File: config.mk
export PLATFORM = sky130hd
export DESIGN_NAME = n64_eeprom_bridge_core
export DESIGN_NICKNAME = d
export VERILOG_FILES = /design/src/rtl/n64_eeprom_bridge_core.sv
export SDC_FILE = /design/constraint.sdc
export NUM_CORES = 1
export LEC_CHECK = 0
export ABC_AREA = 1
export ABC_CLOCK_PERIOD_IN_PS = 3700
export BUFFER_PORTS_ARGS = -buffer_cell sky130_fd_sc_hd__buf_4
export CORE_ASPECT_RATIO = 1.1
export CORE_MARGIN = 2
export CORE_UTILIZATION = 50
export DETAILED_ROUTE_END_ITERATION = 8
export GPL_ROUTABILITY_DRIVEN = 0
export PLACE_DENSITY = 0.78
export SLEW_MARGIN = 20
export SYNTH_ARGS = -nofsm -noshare
export SYNTH_HDL_FRONTEND = slang
export SYNTH_HIERARCHICAL = 1
export SYNTH_SLANG_ARGS = --single-unit
File: constraint.sdc
create_clock -name clk -period 3.7 [get_ports clk]
set_clock_uncertainty 0.1 [all_clocks]
set_input_delay 0.555 -clock clk [delete_from_list [all_inputs] [get_ports clk]]
set_output_delay 0.555 -clock clk [all_outputs]
set_load 0.1 [all_outputs]
File: src/rtl/n64_eeprom_bridge_core.sv
// n64_eeprom_bridge_core: CPU byte-register bus bridged to a byte-level serial
// EEPROM engine. Holds TX/RX FIFOs, a transaction sequencer with parameter
// checks, a watchdog, a free-running engine tick and a level interrupt.

// Synchronous byte FIFO, first-word-fall-through head.
module n64_eeprom_fifo #(
  parameter int DEPTH = 16,
  parameter int LW    = $clog2(DEPTH) + 1
) (
  input  logic          clk,
  input  logic          reset_l,
  input  logic          i_push,
  input  logic          i_pop,
  input  logic          i_flush,
  input  logic [7:0]    i_din,
  output logic [7:0]    o_head,
  output logic          o_empty,
  output logic          o_drop,
  output logic [LW-1:0] o_lvl
);
  localparam int PW = $clog2(DEPTH);

  logic [7:0]    r_mem [DEPTH];
  logic [PW-1:0] r_wp, r_rp;
  logic [LW-1:0] r_lvl;
  logic          w_full, w_pop_ok, w_push_ok;

  assign o_empty   = (r_lvl == '0);
  assign w_full    = (r_lvl == LW'(DEPTH));
  assign w_pop_ok  = i_pop & ~o_empty;
  // A pop in the same cycle frees the slot, so a full FIFO still accepts.
  assign w_push_ok = i_push & (~w_full | w_pop_ok);
  assign o_drop    = i_push & ~w_push_ok;
  assign o_head    = r_mem[r_rp];
  assign o_lvl     = r_lvl;

  // Pointer and level bookkeeping; flush empties without touching storage.
  always_ff @(posedge clk or negedge reset_l) begin
    if (!reset_l) begin
      r_wp  <= '0;
      r_rp  <= '0;
      r_lvl <= '0;
    end else if (i_flush) begin
      r_wp  <= '0;
      r_rp  <= '0;
      r_lvl <= '0;
    end else begin
      if (w_push_ok) r_wp <= r_wp + 1'b1;
      if (w_pop_ok)  r_rp <= r_rp + 1'b1;
      case ({w_push_ok, w_pop_ok})
        2'b10:   r_lvl <= r_lvl + 1'b1;
        2'b01:   r_lvl <= r_lvl - 1'b1;
        default: ;
      endcase
    end
  end

  // Storage write; contents are don't-care while the entry is not valid.
  always_ff @(posedge clk) begin
    if (w_push_ok) r_mem[r_wp] <= i_din;
  end
endmodule

module n64_eeprom_bridge_core #(
  parameter int FIFO_DEPTH  = 16,
  parameter int ADDR_W      = 15,
  parameter int CLK_DIV     = 500,
  parameter int TIMEOUT_CYC = 2000000
) (
  input  logic              clk,
  input  logic              reset_l,
  input  logic [3:0]        address,
  input  logic [7:0]        data_in_bus,
  input  logic              write,
  input  logic              ce,
  output logic              valid,
  output logic [7:0]        data_out_bus,
  output logic              irq,
  output logic              eng_tick,
  output logic              eng_start,
  output logic              eng_rw,
  output logic [7:0]        eng_nbytes,
  output logic [ADDR_W-1:0] eng_addr,
  output logic              eng_abort,
  input  logic              eng_done,
  input  logic              eng_nack,
  input  logic              eng_tx_req,
  output logic [7:0]        eng_tx_data,
  input  logic              eng_rx_valid,
  input  logic [7:0]        eng_rx_data
);
  localparam int LW  = $clog2(FIFO_DEPTH) + 1;
  localparam int PSW = $clog2(CLK_DIV);
  localparam int WDW = $clog2(TIMEOUT_CYC + 1);

  typedef enum logic [1:0] {S_IDLE, S_CHECK, S_RUN} state_t;

  state_t         r_state;
  logic           r_rw, r_irq_en;
  logic [7:0]     r_addr_hi, r_addr_lo, r_count;
  logic           r_done, r_err_nack, r_err_to, r_err_param, r_err_ovf;
  logic [PSW-1:0] r_pre;
  logic [WDW-1:0] r_wd;

  logic           w_rd, w_wr, w_busy, w_run, w_ctrl_wr, w_start, w_clr;
  logic           w_tx_push, w_tx_pop, w_rx_push, w_rx_pop, w_flush_tx, w_flush_rx;
  logic [7:0]     w_tx_head, w_rx_head, w_rdata, w_status;
  logic           w_tx_empty, w_rx_empty, w_tx_drop, w_rx_drop, w_ovf_evt, w_param_bad;
  logic [LW-1:0]  w_tx_lvl, w_rx_lvl;
  logic [15:0]    w_addr16;

  assign w_rd       = ce & ~write;
  assign w_wr       = ce & write;
  assign w_busy     = (r_state != S_IDLE);
  assign w_run      = (r_state == S_RUN);
  assign w_ctrl_wr  = w_wr & (address == 4'd5);
  assign w_start    = w_ctrl_wr & data_in_bus[0] & ~w_busy;
  assign w_clr      = w_ctrl_wr & data_in_bus[4];
  assign w_flush_rx = w_ctrl_wr & data_in_bus[1] & ~w_busy;
  assign w_flush_tx = w_ctrl_wr & data_in_bus[2] & ~w_busy;
  assign w_tx_push  = w_wr & (address == 4'd7);
  assign w_tx_pop   = w_run & eng_tx_req;
  assign w_rx_push  = w_run & eng_rx_valid;
  assign w_rx_pop   = w_rd & (address == 4'd6);
  assign w_addr16   = {r_addr_hi, r_addr_lo};

  n64_eeprom_fifo #(.DEPTH(FIFO_DEPTH), .LW(LW)) u_tx (
    .clk(clk), .reset_l(reset_l), .i_push(w_tx_push), .i_pop(w_tx_pop), .i_flush(w_flush_tx),
    .i_din(data_in_bus), .o_head(w_tx_head), .o_empty(w_tx_empty), .o_drop(w_tx_drop), .o_lvl(w_tx_lvl));

  n64_eeprom_fifo #(.DEPTH(FIFO_DEPTH), .LW(LW)) u_rx (
    .clk(clk), .reset_l(reset_l), .i_push(w_rx_push), .i_pop(w_rx_pop), .i_flush(w_flush_rx),
    .i_din(eng_rx_data), .o_head(w_rx_head), .o_empty(w_rx_empty), .o_drop(w_rx_drop), .o_lvl(w_rx_lvl));

  // Engine underrun is reported as an overflow error and filled with 8'hFF.
  assign w_ovf_evt   = w_tx_drop | w_rx_drop | (w_tx_pop & w_tx_empty);
  assign eng_tx_data = w_tx_empty ? (w_run ? 8'hFF : 8'h00) : w_tx_head;
  assign w_status    = {w_busy, r_done, r_err_nack, r_err_to, r_err_param, r_err_ovf,
                        w_rx_empty, w_tx_empty};
  assign w_param_bad = (r_count == 8'd0) | ({1'b0, r_count} > 9'(FIFO_DEPTH)) |
                       (~r_rw & (9'(w_tx_lvl) < {1'b0, r_count}));
  assign eng_tick    = (r_pre == PSW'(CLK_DIV - 1));

  // Register read mux.
  always_comb begin
    w_rdata = 8'h00;
    case (address)
      4'd0: w_rdata = {7'b0, r_rw};
      4'd1: w_rdata = r_addr_hi;
      4'd2: w_rdata = r_addr_lo;
      4'd3: w_rdata = r_count;
      4'd4: w_rdata = w_status;
      4'd5: w_rdata = {4'b0, r_irq_en, 3'b0};
      4'd6: w_rdata = w_rx_empty ? 8'h00 : w_rx_head;
      4'd8: w_rdata = 8'(w_rx_lvl);
      4'd9: w_rdata = 8'(w_tx_lvl);
      default: ;
    endcase
  end

  // Bus acknowledge, registered read data and configuration registers.
  always_ff @(posedge clk or negedge reset_l) begin
    if (!reset_l) begin
      valid        <= 1'b0;
      data_out_bus <= 8'h00;
      r_rw         <= 1'b0;
      r_addr_hi    <= 8'h00;
      r_addr_lo    <= 8'h00;
      r_count      <= 8'h00;
      r_irq_en     <= 1'b0;
    end else begin
      valid        <= ce;
      data_out_bus <= w_rd ? w_rdata : 8'h00;
      if (w_wr & ~w_busy) begin
        case (address)
          4'd0:    r_rw      <= data_in_bus[0];
          4'd1:    r_addr_hi <= data_in_bus;
          4'd2:    r_addr_lo <= data_in_bus;
          4'd3:    r_count   <= data_in_bus;
          default: ;
        endcase
      end
      if (w_ctrl_wr) r_irq_en <= data_in_bus[3];
    end
  end

  // Transaction sequencer, sticky flags, watchdog and engine command outputs.
  always_ff @(posedge clk or negedge reset_l) begin
    if (!reset_l) begin
      r_state     <= S_IDLE;
      r_done      <= 1'b0;
      r_err_nack  <= 1'b0;
      r_err_to    <= 1'b0;
      r_err_param <= 1'b0;
      r_err_ovf   <= 1'b0;
      r_wd        <= '0;
      eng_start   <= 1'b0;
      eng_abort   <= 1'b0;
      eng_rw      <= 1'b0;
      eng_nbytes  <= 8'h00;
      eng_addr    <= '0;
    end else begin
      eng_start <= 1'b0;
      eng_abort <= 1'b0;
      // Clears come first so any event in the same cycle still lands.
      if (w_clr) begin
        r_done      <= 1'b0;
        r_err_nack  <= 1'b0;
        r_err_to    <= 1'b0;
        r_err_param <= 1'b0;
        r_err_ovf   <= 1'b0;
      end
      if (w_ovf_evt) r_err_ovf <= 1'b1;
      case (r_state)
        S_IDLE: begin
          if (w_start) begin
            r_done      <= 1'b0;
            r_err_nack  <= 1'b0;
            r_err_to    <= 1'b0;
            r_err_param <= 1'b0;
            r_err_ovf   <= 1'b0;
            r_state     <= S_CHECK;
          end
        end
        S_CHECK: begin
          if (w_param_bad) begin
            r_err_param <= 1'b1;
            r_done      <= 1'b1;
            r_state     <= S_IDLE;
          end else begin
            eng_rw     <= r_rw;
            eng_nbytes <= r_count;
            eng_addr   <= w_addr16[ADDR_W-1:0];
            eng_start  <= 1'b1;
            r_wd       <= '0;
            r_state    <= S_RUN;
          end
        end
        S_RUN: begin
          // Completion on the timeout cycle beats the watchdog.
          if (eng_done) begin
            r_done     <= 1'b1;
            r_err_nack <= eng_nack;
            r_state    <= S_IDLE;
          end else if (r_wd == WDW'(TIMEOUT_CYC - 1)) begin
            eng_abort <= 1'b1;
            r_err_to  <= 1'b1;
            r_done    <= 1'b1;
            r_state   <= S_IDLE;
          end else begin
            r_wd <= r_wd + 1'b1;
          end
        end
        default: r_state <= S_IDLE;
      endcase
    end
  end

  // Registered interrupt level from the sticky flags.
  always_ff @(posedge clk or negedge reset_l) begin
    if (!reset_l) irq <= 1'b0;
    else          irq <= (r_done | r_err_nack | r_err_to | r_err_param | r_err_ovf) & r_irq_en;
  end

  // Free-running engine tick prescaler.
  always_ff @(posedge clk or negedge reset_l) begin
    if (!reset_l)                          r_pre <= '0;
    else if (r_pre == PSW'(CLK_DIV - 1))   r_pre <= '0;
    else                                   r_pre <= r_pre + 1'b1;
  end
endmodule

==> metrics.txt, run 1 <==
Worst-Skew Late Latency 0.54 ns; clk root buf clkbuf_16; Worst Min Path Start ce; slew margin rel. 52.0%; post-DP HPWL 26.5 mm; CP max-delay cell dfrtp_2; crit path launch type register; WS Path Type reg2out; GR Overflow Total 0; MaxCap Viol Count 0; GRT Util Overall 22.5%; Synth Area in XOR/XNOR 0.509%; antenna violations before repair 0; fin cells 2210; row cnt 71; most frequent cells in the layout nor2_1, nand2_1, edfxtp_1; status completed; Mapped Cells 1679; hold path depth 1; syn_area_per_cell 10.2 µm²; slew at the pin with the worst max-slew slack 0.717 ns; routed vias/inst 5.70; beginning of the critical path u_tx/r_rp[1]; Int Pwr 7730 µW; Post-Synth Adder-Cell Area 1.83%; DR pass1 iterations 6; Hold Violations, Final 0; total number of vias 12600; cts bufs inserted 40; final cycle utilization of the critical path 88.6%; synth warn 6; core footprint 34000 µm²; post-CTS setup buffers 0; vias in the first global route 12200; largest family of logic cells by synthesized area simple AND/OR/NAND/NOR gates; antenna-violating nets left 0; Comb pwr share 19.0%; Pwr per Cell Area 570 nW/µm²; buffers added on ports 72; Switch Pwr 3330 µW; unrepaired setup endpoints after global routing no; die height 199 µm; layout cells sized above 1 11.9%; area grow syn2layout 12.8%; Fmax 0.305 GHz; simple-gate share of the synthesized area 18.6%; Peak VDD IR 0.000426 V; register bit total from synthesis 381; largest net degree at the start of global routing 71; placed cells 2140; average wire per standard cell 18.4 µm; combined area of the multi-input logic cells 5450 µm²; RR Startpoint r_state[0]; R2R Path End u_rx/o_lvl[4]; CP Data Required Time 3.04 ns; routed wire length 40.6 mm; final-stage net count 1797; Horiz. Die Dim 181 µm; Sinks on Clock Net 381; minimum clock period 3.28 ns; CTS tree done; Compound-Gate Fraction of Synth Area 10.7%; crit-path cells buf_4 > o21ai_0 > o211ai_1 > nand3_1 > nand2_1 > nand2_1 > nand2_1 > buf_4; post-synthesis mux area share 0%; Final Setup Violations 0; DRC violations left 0; cell area after synthesis 17200 µm²; Max clock buf depth 3; max-slew violations 0; Worst Reg-to-Reg Cells 16; H-tree depth 2; hold_ws 0.0339 ns; worst hold-check path type in2reg; Reg area 10800 µm²; clock network fraction of design power 36.9%; DP Worst Slack 0.506 ns; Critical Path Sink Type output pin; fin worst setup slack 0.423 ns; first-pass GRT wire length 63.9 mm; register area share after synthesis 62.9%; Lkg Pwr 0.00775 µW; Sw Ratio 30.1%; CTS clk-pin slew, worst paths 0.06 ns; Critical Path Fanout Max 32; Fill cells 2710; crit-path max cell delay 0.62 ns; crit-path most repeated cell nand2_1; WHS Endpoint valid; Reg2Reg Setup Slack 0.73 ns; initial core utilization 50.6%; commonest non-fill, non-tap cell in the layout nor2_1; initial DRC count 1325; n_diodes 0; Arrival @ worst endpoint 2.62 ns; Setup TNS 0 ns; I/O pins 73; synth unique cells 49; syn nets 1731; Seq pwr share 44.1%; Die Footprint 35900 µm²
-- cells by family (layout without fill, tap and decap cells) --
| kind of cell | count (synthesis) | count (layout) |
|---|---|---|
| fa+ha+maj | 24 | 24 |
| simple gates | 732 | 732 |
| buf+inv | 212 | 305 |
| compound gates | 320 | 320 |
| xor+xnor | 10 | 10 |
| flops | 381 | 381 |
-- critical path, delay by kind of cell (launching register included) --
family	cells	cell delay (ns)
AOI/OAI and AO/OA	2	0.38
DFF	1	0.62
and+or+nand+nor	4	0.40
buffers and inverters	2	0.69
-- repair_timing --
action,4_1_cts,5_1_grt
hold buffers,1,0
endpoints found under the hold margin,42,0
gates resized for setup,0,0
-- power by group through the flow --
stage                     logic (µW)  registers (µW)  clock network [µW]
after floorplan                 1440            4990                   0
after global placement          2020            4950                   0
after detailed placement        2050            4960                   0
after CTS                       2070            4870                4140
after global routing            2280            4890                4320
final                           2100            4880                4080
-- stage by stage --
| stage | cell area, µm² | total power [µW] | util, % |
|---|---|---|---|
| after floorplan | 17200 | 6430 | - |
| after global routing | 19400 | 11500 | 57.1 |
| after CTS | 19400 | 11100 | 57.1 |
| after detailed placement | 18100 | 7010 | 53.1 |
| final | 19400 | 11100 | 57.1 |
| after global placement | 18100 | 6970 | 53.1 |
-- layout make-up --
cell class | instances | share of cell area [%]
sequential | 381 | 55.7
multi-input combinational | 1086 | 28.1
clock buffer | 44 | 5.34
timing repair buffer | 88 | 3.54
inverter | 148 | 2.87
tap | 438 | 2.82
clock inverter | 25 | 1.59
-- synth_stat cells, drive strengths merged --
library cell	number	share of area [%]
nor3	20	0.67
o211ai	65	2.8
a211oi	5	0.25
fa	2	0.23
o21ai	183	5.3
ha	22	1.6
nand4	8	0.29
edfxtp	256	45
nor3b	2	0.087
clkbuf	17	0.37
o21bai	2	0.087
nand3	112	3.8
inv	144	3.1
nor2	296	6.9
buf	47	1.8
o22ai	10	0.36
xor2	4	0.20
nand3b	1	0.044
or2	3	0.11
a21oi	46	1.5
xnor2	6	0.31
clkinv	4	0.094
and2	2	0.073
nand2	286	6.6
o31ai	2	0.087
o2111ai	1	0.051
dfrtp	125	18
a21o	1	0.044
a31oi	4	0.15
nor4	2	0.11
a31o	1	0.051
-- state kept, by name, summed over array words and instances (netlist names), 9 cells and up --
name,cells
u_rx/r_mem,128
u_tx/r_mem,128
r_wd,21
eng_addr,15
r_pre,9
-- layer usage --
layer  share of wire (%)  wire length [µm]  vias up  global-route usage, %
met1                  40             16100     6000                   29.2
met5                   0                 0        -                      0
li1                    -                 -     5870                      -
met4                 3.9              1590        0                   9.29
met2                  49             19800      610                   38.2
met3                 7.8              3150      126                   3.20
-- how the worst max path moves through the flow --
stage               slack, ns                 to
finish                   0.42     eng_tx_data[7]
global route             0.31     eng_tx_data[7]
CTS                      0.48     eng_tx_data[7]
detailed placement       0.51   u_rx/r_mem[5][6]
global placement         0.66  u_rx/r_mem[12][1]
floorplan                0.50           eng_tick
No activity file was read; power rests on OpenSTA's default activity.
==> run 2, diff against run 1 <==
--- a/config.mk
+++ b/config.mk
@@ -6,7 +6,7 @@
 export NUM_CORES = 1
 export LEC_CHECK = 0
 export ABC_AREA = 1
-export ABC_CLOCK_PERIOD_IN_PS = 3700
+export ABC_CLOCK_PERIOD_IN_PS = 3730
 export BUFFER_PORTS_ARGS = -buffer_cell sky130_fd_sc_hd__buf_4
 export CORE_ASPECT_RATIO = 1.1
 export CORE_MARGIN = 2
==> constraint.sdc (replaced) <==
create_clock -name clk -period 3.73 [get_ports clk]
set_clock_uncertainty 0.1 [all_clocks]
set_input_delay 0.5595 -clock clk [delete_from_list [all_inputs] [get_ports clk]]
set_output_delay 0.5595 -clock clk [all_outputs]
set_load 0.1 [all_outputs]
==> metrics.txt, run 2 (synthesis gave the netlist of run 1 again) <==
Comb pwr share 18.8%; H-tree depth 2; GRT Util Overall 22.9%; Lkg Pwr 0.00775 µW; buffers added on ports 72; Sw Ratio 29.7%; core footprint 34000 µm²; clk root buf clkbuf_16; CTS clk-pin slew, worst paths 0.06 ns; final cycle utilization of the critical path 87.4%; slew margin rel. 46.8%; worst hold-check path type in2async; average wire per standard cell 18.6 µm; largest net degree at the start of global routing 71; CTS hold repair buffers 0; unrepaired setup endpoints after global routing no; slew at the pin with the worst max-slew slack 0.798 ns; Hold Violations, Final 0; Worst-Skew Late Latency 0.54 ns; Final Setup Violations 0; DRC violations left 0; RR Startpoint r_state[0]; I/O pins 73; CTS tree done; total number of vias 12600; routed wire length 41.1 mm; Setup TNS 0 ns; cts bufs inserted 39; Int Pwr 7760 µW; final-stage net count 1795; Pwr per Cell Area 568 nW/µm²; top flop regs u_rx/r_mem: 128 flops, u_tx/r_mem: 128 flops, r_wd: 21 flops; fin worst setup slack 0.469 ns; status completed; Reg area 10800 µm²; R2R Path End u_rx/o_lvl[4]; post-CTS setup buffers 0; Switch Pwr 3280 µW; n_diodes 0; die height 199 µm; initial DRC count 1473; crit path launch type register; Fill cells 2787; clock network fraction of design power 37.3%; vias in the first global route 12400; Die Footprint 35900 µm²; cts repair resizes 0; most frequent cells in the layout nor2_1, nand2_1, edfxtp_1; MaxCap Viol Count 0; Critical Path Fanout Max 32; initial core utilization 50.6%; Critical Path Sink Type output pin; post-DP HPWL 27.2 mm; combined area of the multi-input logic cells 5450 µm²; antenna-violating nets left 0; Worst Reg-to-Reg Cells 16; DR pass1 iterations 6; commonest non-fill, non-tap cell in the layout nor2_1; Reg2Reg Setup Slack 0.71 ns; minimum clock period 3.26 ns; Fmax 0.307 GHz; max-slew violations 0; Sinks on Clock Net 381; Arrival @ worst endpoint 2.60 ns; GR Overflow Total 0; area grow syn2layout 12.8%; antenna violations before repair 0; Max clock buf depth 3; DP Worst Slack 0.511 ns; Peak VDD IR 0.000490 V; first-pass GRT wire length 65.2 mm; CP Data Required Time 3.07 ns; WS Path Type reg2out; Horiz. Die Dim 181 µm; routed vias/inst 5.68; Seq pwr share 44.0%; layout cells sized above 1 11.8%; row cnt 71
[run 2: cell count changes in the layout (fill, tap and decap cells not counted), moves of 2 or more]
cell      delta
clkinv_1     -6
clkinv_2     -2
clkbuf_8     +4
clkbuf_1    +10
[run 2: power groups by stage]
stage	sequential, µW	combinational (µW)	clock (µW)
3_3_place_gp	4920	1990	0
4_1_cts	4840	2050	4150
6_report	4850	2070	4110
3_5_place_dp	4930	2030	0
5_1_grt	4860	2250	4330
2_1_floorplan	4950	1430	0
[run 2: worst max-delay path, stage by stage (launching register included)]
cell and delay, ns:
dfrtp_2 0.59, buf_4 0.38, o21ai_0 0.17, o211ai_1 0.24, nand3_1 0.14, nand2_1 0.10
nand2_1 0.06, nand2_1 0.09, buf_4 0.30
[run 2: layout make-up]
class                           instances  area share [%]
Clock buffer                           58            5.82
Clock inverter                         14            1.24
Inverter                              148            2.87
Multi-Input combinational cell       1086            28.1
Sequential cell                       381            55.7
Tap cell                              438            2.82
Timing Repair Buffer                   87            3.43
[run 2: metal layers]
layer,global-route usage [%],wire [µm],vias up
li1,-,-,5876
met1,29.3,16500,6039
met2,39.4,20300,542
met3,3.57,2850,114
met4,8.93,1450,0
met5,0,0,-
[run 2: metrics by stage]
step / power (µW) / instance area [µm²] / cells / hold WS (ns) / util (%)
after global placement: 6910 / 18000 / 2140 / 0.347 / 53.0
after CTS: 11000 / 19400 / 2212 / 0.0329 / 57.1
final: 11000 / 19400 / 2212 / 0.00712 / 57.1
after detailed placement: 6960 / 18000 / 2140 / 0.352 / 53.0
after floorplan: 6380 / 17200 / 1679 / 0.164 / -
after global routing: 11400 / 19400 / 2212 / 0.0310 / 57.1
[run 2: worst max path at each step]
stage                       from                end  slack, ns  cells after the start
floorplan               r_pre[0]           eng_tick       0.52                      3
CTS                 u_tx/r_rp[1]     eng_tx_data[0]       0.51                      8
global route        u_tx/r_rp[0]     eng_tx_data[0]       0.35                     11
global placement      address[3]  u_rx/r_mem[12][4]       0.69                     10
finish              u_tx/r_rp[1]     eng_tx_data[0]       0.47                      8
detailed placement    address[3]  u_rx/r_mem[12][7]       0.51                     10
